===== config.mk =====
export PLATFORM = sky130hd
export DESIGN_NAME = rv32i_alu_imm_unit
export DESIGN_NICKNAME = d
export VERILOG_FILES = /design/src/rtl/rv32i_alu_imm_unit.sv
export SDC_FILE = /design/constraint.sdc
export NUM_CORES = 1
export LEC_CHECK = 0
export BUFFER_PORTS_ARGS = -buffer_cell sky130_fd_sc_hd__buf_2
export CAP_MARGIN = 20
export CELL_PAD_IN_SITES_DETAIL_PLACEMENT = 1
export CELL_PAD_IN_SITES_GLOBAL_PLACEMENT = 1
export CORE_ASPECT_RATIO = 1.5
export CORE_UTILIZATION = 42
export CTS_CLUSTER_DIAMETER = 100
export CTS_CLUSTER_SIZE = 10
export DETAILED_ROUTE_END_ITERATION = 16
export PLACE_DENSITY = 0.92
export SLEW_MARGIN = 5
export SYNTH_ARGS = -nofsm -noshare
export SYNTH_HDL_FRONTEND = slang
export SYNTH_SLANG_ARGS = --single-unit

===== constraint.sdc =====
create_clock -name clk -period 4 [get_ports clk]
set_input_delay 0.2 -clock clk [delete_from_list [all_inputs] [get_ports clk]]
set_output_delay 0.2 -clock clk [all_outputs]
set_load 0.05 [all_outputs]

===== src/rtl/rv32i_alu_imm_unit.sv =====
// rv32i_alu_imm_unit
// RV32I execute-stage datapath: immediate generator, ALU and branch
// comparator, all decoded from the raw instruction word. Every result is
// available combinationally for same-cycle use and as a registered copy
// for the E/M pipeline boundary.

module rv32i_alu_imm_unit #(
  parameter int XLEN = 32
) (
  input  logic            clk,
  input  logic            resetn,
  input  logic [31:0]     inst,
  input  logic [XLEN-1:0] in_a,
  input  logic [XLEN-1:0] in_b,
  output logic [XLEN-1:0] imm,
  output logic [XLEN-1:0] result,
  output logic            take_b,
  output logic [XLEN-1:0] r_imm,
  output logic [XLEN-1:0] r_result,
  output logic            r_take_b
);

  localparam logic [6:0] OP_R      = 7'b0110011;
  localparam logic [6:0] OP_RIMM   = 7'b0010011;
  localparam logic [6:0] OP_LOAD   = 7'b0000011;
  localparam logic [6:0] OP_STORE  = 7'b0100011;
  localparam logic [6:0] OP_BRANCH = 7'b1100011;
  localparam logic [6:0] OP_LUI    = 7'b0110111;
  localparam logic [6:0] OP_AUIPC  = 7'b0010111;
  localparam logic [6:0] OP_JAL    = 7'b1101111;
  localparam logic [6:0] OP_JALR   = 7'b1100111;
  localparam logic [6:0] OP_SYSTEM = 7'b1110011;

  logic [6:0] opcode;
  logic [2:0] funct3;
  logic       f7b5;
  logic [4:0] shamt;
  logic       lt_signed;
  logic       lt_unsigned;
  logic       eq;

  assign opcode      = inst[6:0];
  assign funct3      = inst[14:12];
  assign f7b5        = inst[30];
  assign shamt       = in_b[4:0];
  assign lt_signed   = $signed(in_a) < $signed(in_b);
  assign lt_unsigned = in_a < in_b;
  assign eq          = in_a == in_b;

  // Immediate decode: pick the bit layout by instruction format, sign-extend from inst[31]
  always_comb begin
    imm = '0;
    case (opcode)
      OP_LOAD, OP_RIMM, OP_JALR, OP_SYSTEM:
        imm = {{20{inst[31]}}, inst[31:20]};
      OP_STORE:
        imm = {{20{inst[31]}}, inst[31:25], inst[11:7]};
      OP_BRANCH:
        imm = {{19{inst[31]}}, inst[31], inst[7], inst[30:25], inst[11:8], 1'b0};
      OP_LUI, OP_AUIPC:
        imm = {inst[31:12], 12'b0};
      OP_JAL:
        imm = {{11{inst[31]}}, inst[31], inst[19:12], inst[20], inst[30:21], 1'b0};
      default:
        imm = '0;
    endcase
  end

  // ALU: funct3-selected operation for R/Rimm, plain wrapping add for every other opcode
  always_comb begin
    result = in_a + in_b;
    if (opcode == OP_R || opcode == OP_RIMM) begin
      case (funct3)
        3'b000: result = (opcode == OP_R && f7b5) ? in_a - in_b : in_a + in_b;
        3'b001: result = in_a << shamt;
        3'b010: result = {{(XLEN-1){1'b0}}, lt_signed};
        3'b011: result = {{(XLEN-1){1'b0}}, lt_unsigned};
        3'b100: result = in_a ^ in_b;
        3'b101: result = f7b5 ? XLEN'($signed(in_a) >>> shamt) : in_a >> shamt;
        3'b110: result = in_a | in_b;
        3'b111: result = in_a & in_b;
        default: result = in_a + in_b;
      endcase
    end
  end

  // Branch condition: only conditional branches can assert it, reserved funct3 never does
  always_comb begin
    take_b = 1'b0;
    if (opcode == OP_BRANCH) begin
      case (funct3)
        3'b000:  take_b = eq;
        3'b001:  take_b = !eq;
        3'b100:  take_b = lt_signed;
        3'b101:  take_b = !lt_signed;
        3'b110:  take_b = lt_unsigned;
        3'b111:  take_b = !lt_unsigned;
        default: take_b = 1'b0;
      endcase
    end
  end

  // E/M pipeline copies of the combinational results, cleared asynchronously by reset
  always_ff @(posedge clk or negedge resetn) begin
    if (!resetn) begin
      r_imm    <= '0;
      r_result <= '0;
      r_take_b <= 1'b0;
    end else begin
      r_imm    <= imm;
      r_result <= result;
      r_take_b <= take_b;
    end
  end

endmodule


* After elaboration in Yosys (flattened, before gate mapping)
Index checks and enable logic that the tools add are counted.
** Word-level totals
- Flip-flop bits (word level) :: 65
** Operators by class
- $add $sub $neg :: 2
- Order comparisons :: 2
- Equality and inequality tests :: 18
- Shift operators :: 3
- Mux-type cells :: 7
- Bitwise operators :: 3
- Reductions and logical operators :: 8
** Operators with widths (number)
- 32-bit one-hot mux with 8 select lines :: 1
- 32-bit one-hot mux with 5 select lines :: 1
- 32-bit 2-to-1 mux :: 3
- 32-bit < comparator :: 2
- 32-bit adder :: 1
- 32-bit AND :: 1
- 32-bit == test :: 1
- 32-bit bitwise OR :: 1
- 32-bit by 5-bit left shift with 32-bit output :: 1
- 32-bit by 5-bit >> shifter with 32-bit output :: 1
- 32-bit by 5-bit >>> shifter with 32-bit output :: 1
- 32-bit subtractor :: 1
- 32-bit XOR :: 1
- 7-bit == test, second input constant :: 4
- 7-bit by 6-bit == test with 1-bit output, second input constant :: 3
- 7-bit by 5-bit == test with 1-bit output, second input constant :: 2
- 3-bit == test, second input constant :: 4
- 7-bit by 2-bit == test with 1-bit output, second input constant :: 1
- 3-bit by 2-bit == test with 1-bit output, second input constant :: 2
- 1-bit one-hot mux with 6 select lines :: 1
- 4-bit OR reduction :: 1
- 3-bit by 1-bit == test with 1-bit output, second input constant :: 1
- 1-bit zero test :: 3
- 3-bit zero test :: 1
- other kinds (4) :: 4

* Logic depth before layout (Yosys ltp)
- Depth after elaboration :: 5
- Mapped depth :: 15
- Depth with buffers taken out :: 12

* Least setup slack after synthesis
Ideal clock, no wire load.
- Path kind :: input-to-reg
- Start point :: input port in_b[2]
- End point :: register r_result[28]
- Setup time :: 0.203 ns
- Arrival :: 3.917 ns
- Data required time :: 3.797 ns
- Path slack :: -0.120 ns
- Stages on the path :: 15
- Path buffers :: 4
- Cells stage by stage :: clkinv_1 -> buf_6 -> clkbuf_1 -> clkbuf_1 -> ha_1 -> buf_6 -> nor2b_1 -> o2111ai_1 -> a211oi_2 -> o31ai_4 -> o22ai_1 -> a2111oi_1 -> o21ai_0 -> nor4bb_1 -> nor2_1
** On the way
- Longest elaborated chain between the ends :: 4
- Elaborated cells between the ends (all ways) :: 9
- Those cells by class :: add/sub: 2; shift: 3; mux: 4
** Ends and longest elaborated chain
- start: declaration :: line 14 : input logic [XLEN-1:0] in_b,
- 32-bit adder, or another cell as far along
- 32-bit 2-to-1 mux, on equally long branches :: line 74, 79
- 32-bit one-hot mux with 8 select lines :: line 73 : case (funct3)
- 32-bit 2-to-1 mux * :: line 72 : if (opcode == OP_R || opcode == OP_RIMM) begin
- named net result[28] :: line 16 : output logic [XLEN-1:0] result,
- end signal: assignment :: line 111 : r_result <= result;
- end: declaration :: line 19 : output logic [XLEN-1:0] r_result,
The timed path passes the listed nets; every way through them passes the cells marked *.

* Worst setup path after layout
- Start point :: input port in_a[1]
- End point :: output port result[31]
** On the way
- Longest elaborated chain between the ends :: 4
- Elaborated cells between the ends (all ways) :: 9
- Those cells by class :: add/sub: 2; shift: 3; mux: 4
** Ends and longest elaborated chain
- start: declaration :: line 13 : input logic [XLEN-1:0] in_a,
- 32-bit adder, or another cell as far along
- 32-bit 2-to-1 mux, on equally long branches :: line 74, 79
- 32-bit one-hot mux with 8 select lines :: line 73
- 32-bit 2-to-1 mux * :: line 72
- end: declaration :: line 16
Mark *: on every way between the ends. The rest lies on a longest branch, timed or not.

==> qor.csv <==
metric,value,unit
synth_cell_types,86,
crit_type,input port to output port,
min_path_type,input port to flip-flop,
grt_usage,0.401,
cts_buffers,9,
synth_area,11500,µm²
synth_cells,1503,
required,3.80,ns
tightestPinTransition,0.818,ns
hpwl,45.4,mm
holdWs,0.0750,ns
finalSetupViolations,0,
first_pass_iters,5,
period_share,0.963,
synth_edf_count,0,
p_leak,6.34,nW
ys_ff_latch,65,
worstPathMaxFanout,9,
grt_pass1_vias,13800,
power_density,288,nW/µm²
wl_met1,20.5,mm
holdPathStages,2,
die_area,28000,µm²
antenna_found_initial,1,
final_common_cell,buf_2,
ys.flop_type,dfrtp_1,
clk_pin_slew,0.06,ns
cp-endpoint,result[31],
die_x,137,µm
avgRoutedWirePerCell,27.2,µm
final_antenna_net_count,0,
combPwrFrac,0.595,
num-fill-cells,3425,
seq_power_share,0.193,
rsz0062_at_grt,false,
critPathLaunch,in_a[1],
irDropWorstVdd,0.379,mV
row_count,73,
grt_pass1_wl,83.2,mm
drt_wl_total,55.8,mm
start_util,0.430,
io_buffers,227,
clockBufferDepth,2,
crit_path_start_kind,input port,
viasPerCell,6.65,
grt_max_degree,75,
first_iter_violations,1257,
slew_headroom,0.455,
synth-seq-area-share,0.142,
maxCapViolCount,0,
wl_met3,3.87,mm
layout_common_cells,"buf_2, nor2_1, nand2_1, o21ai_0, a21oi_1",
vias,13700,
status,finished clean,
h-tree-depth,3,
gp_congestion,1.02,
area_delta_synth_final,17.1,%
final_nets,1909,
tns,0,ns
min_period,3.85,ns
grt_overflow,0,
finalHoldViolCount,0,
layout-drive-gt1-share,0.245,
cts_tree,done,
p_sw_frac,0.508,
post_cts_buffers,0,
root_buffer,clkbuf_16,
p_clk_frac,0.212,
top_layer,met4,
wl_met2,27.1,mm
drv_slew,0,
async_reset_ff_frac,1.00,
design.core.area,26700,µm²
fmax,260,MHz
syn_nets,1700,
syn_avg_cell_area,7.63,µm²
intPower,1.90,mW
cts.sinks,65,
synth_warnings,0,
worstPathArrival,3.65,ns
remaining_drc_errors,0,
cp-end-kind,output port,
power,3.87,mW
p_switching,1.96,mW
ios,228,
dieHeight,204,µm
-- worst min path at each step --
| stage | start | endpoint | slack, ns |
|---|---|---|---|
| 6_report | inst[15] | r_imm[15]$_DFF_PN0_ | 0.07 |
| 5_1_grt | inst[15] | r_imm[15]$_DFF_PN0_ | 0.08 |
| 4_1_cts | inst[15] | r_imm[15]$_DFF_PN0_ | 0.06 |
| 3_5_place_dp | resetn | r_imm[17]$_DFF_PN0_ | 0.16 |
| 3_3_place_gp | resetn | r_imm[27]$_DFF_PN0_ | 0.14 |
| 2_1_floorplan | resetn | r_imm[0]$_DFF_PN0_ | -0.1 |
-- power by group through the flow --
stage                     logic [mW]  registers (mW)  clock network [mW]
after global routing            2.42           0.752               0.855
after CTS                       2.26           0.746               0.839
after detailed placement        2.25           0.757                   0
final                           2.30           0.745               0.820
after global placement          2.20           0.752                   0
after floorplan                 1.26            1.01                   0
-- timing repair --
action / in CTS / in global routing
endpoints found under the setup margin: 0 / 4
resized for setup: 0 / 3
hold buffers: 1 / 0
endpoints found under the hold margin: 18 / 0
-- metal layers --
layer  vias up  GRT usage
li1       5951          -
met1      6717      0.460
met2       762      0.677
met3       228     0.0518
met4         0      0.285
met5         -          0
-- worst max-delay path, cell delays in order --
cell and delay (ns):
buf_2 0.19, inv_1 0.14, ha_1 0.38, nor2_1 0.23, o311ai_1 0.23, a211oi_1 0.36
nor3b_1 0.10, buf_4 0.17, nor3_1 0.43, a311oi_1 0.18, nor2_1 0.14, mux2_2 0.34
o21ai_1 0.23, buf_2 0.31
-- cells in the mapped netlist (4+ instances only) --
library cell	n	area [µm²]
mux4_1	13	342
a22oi_1	10	75.1
nand4_1	11	68.8
nor2_1	167	627
a211oi_1	12	90.1
o21a_1	4	30.0
mux2i_1	44	440
o311ai_0	6	52.6
buf_2	13	65.1
nor4_1	10	62.6
o21bai_1	11	82.6
o211ai_1	18	135
xnor2_1	18	158
a2111oi_0	7	61.3
o22ai_1	21	131
nand2_1	129	484
or3_1	6	37.5
mux2_2	15	169
nor3_1	48	240
o31ai_1	13	97.6
a221o_1	4	40.0
a221oi_1	11	96.3
o21ai_0	130	651
a21oi_1	121	606
nand3_1	50	250
a22o_1	6	52.6
and2_1	11	68.8
a21o_1	29	218
o21ai_1	9	45.0
nand2b_1	13	81.3
clkbuf_1	70	263
buf_6	14	158
inv_1	106	398
ha_1	97	1210
o311ai_1	5	43.8
mux4_2	47	1060
nor2b_1	14	87.6
a31oi_1	20	125
dfrtp_1	65	1630
buf_1	12	45.0
and3_1	6	37.5
a311oi_1	6	52.6
o221ai_1	12	105
-- flip-flops by register name, indices dropped and copies added, names as in the netlist --
name      cells
r_imm        32
r_result     32
r_take_b      1
-- cell families (layout without fill, tap and decap cells) --
| logic type | Yosys count | count (layout) | synth area share |
|---|---|---|---|
| AOI/OAI and AO/OA | 489 | 489 | 0.275 |
| and+or+nand+nor | 485 | 485 | 0.193 |
| buffers and inverters | 225 | 439 | 0.0898 |
| muxes | 119 | 119 | 0.175 |
| adders and majority gates | 99 | 99 | 0.109 |
| DFF | 65 | 65 | 0.142 |
| xor gates and xnor gates | 21 | 21 | 0.0160 |
| other | 0 | 1 | 0 |
-- area by class of cell --
type / count / area [µm²] / area share
antenna: 1 / 2.50 / 0.000186
inverter: 111 / 417 / 0.0310
tap: 337 / 422 / 0.0314
timing repair buffer: 312 / 1820 / 0.135
clock buffer: 9 / 225 / 0.0168
clock inverter: 7 / 77.6 / 0.00577
sequential: 65 / 1630 / 0.121
multi-input combinational: 1213 / 8840 / 0.658
-- through the flow --
step | std cells | utilization | worst slack [ns] | instance area (µm²)
finish | 2055 | 0.504 | 0.149 | 13400
global route | 2055 | 0.504 | 0.00395 | 13400
CTS | 2054 | 0.503 | 0.225 | 13400
detailed placement | 2037 | 0.492 | 0.264 | 13100
global placement | 2037 | 0.492 | 0.309 | 13100
floorplan | 1503 | - | 0.0000866 | 11500
Note: power is estimated with default switching activity, not from simulation.
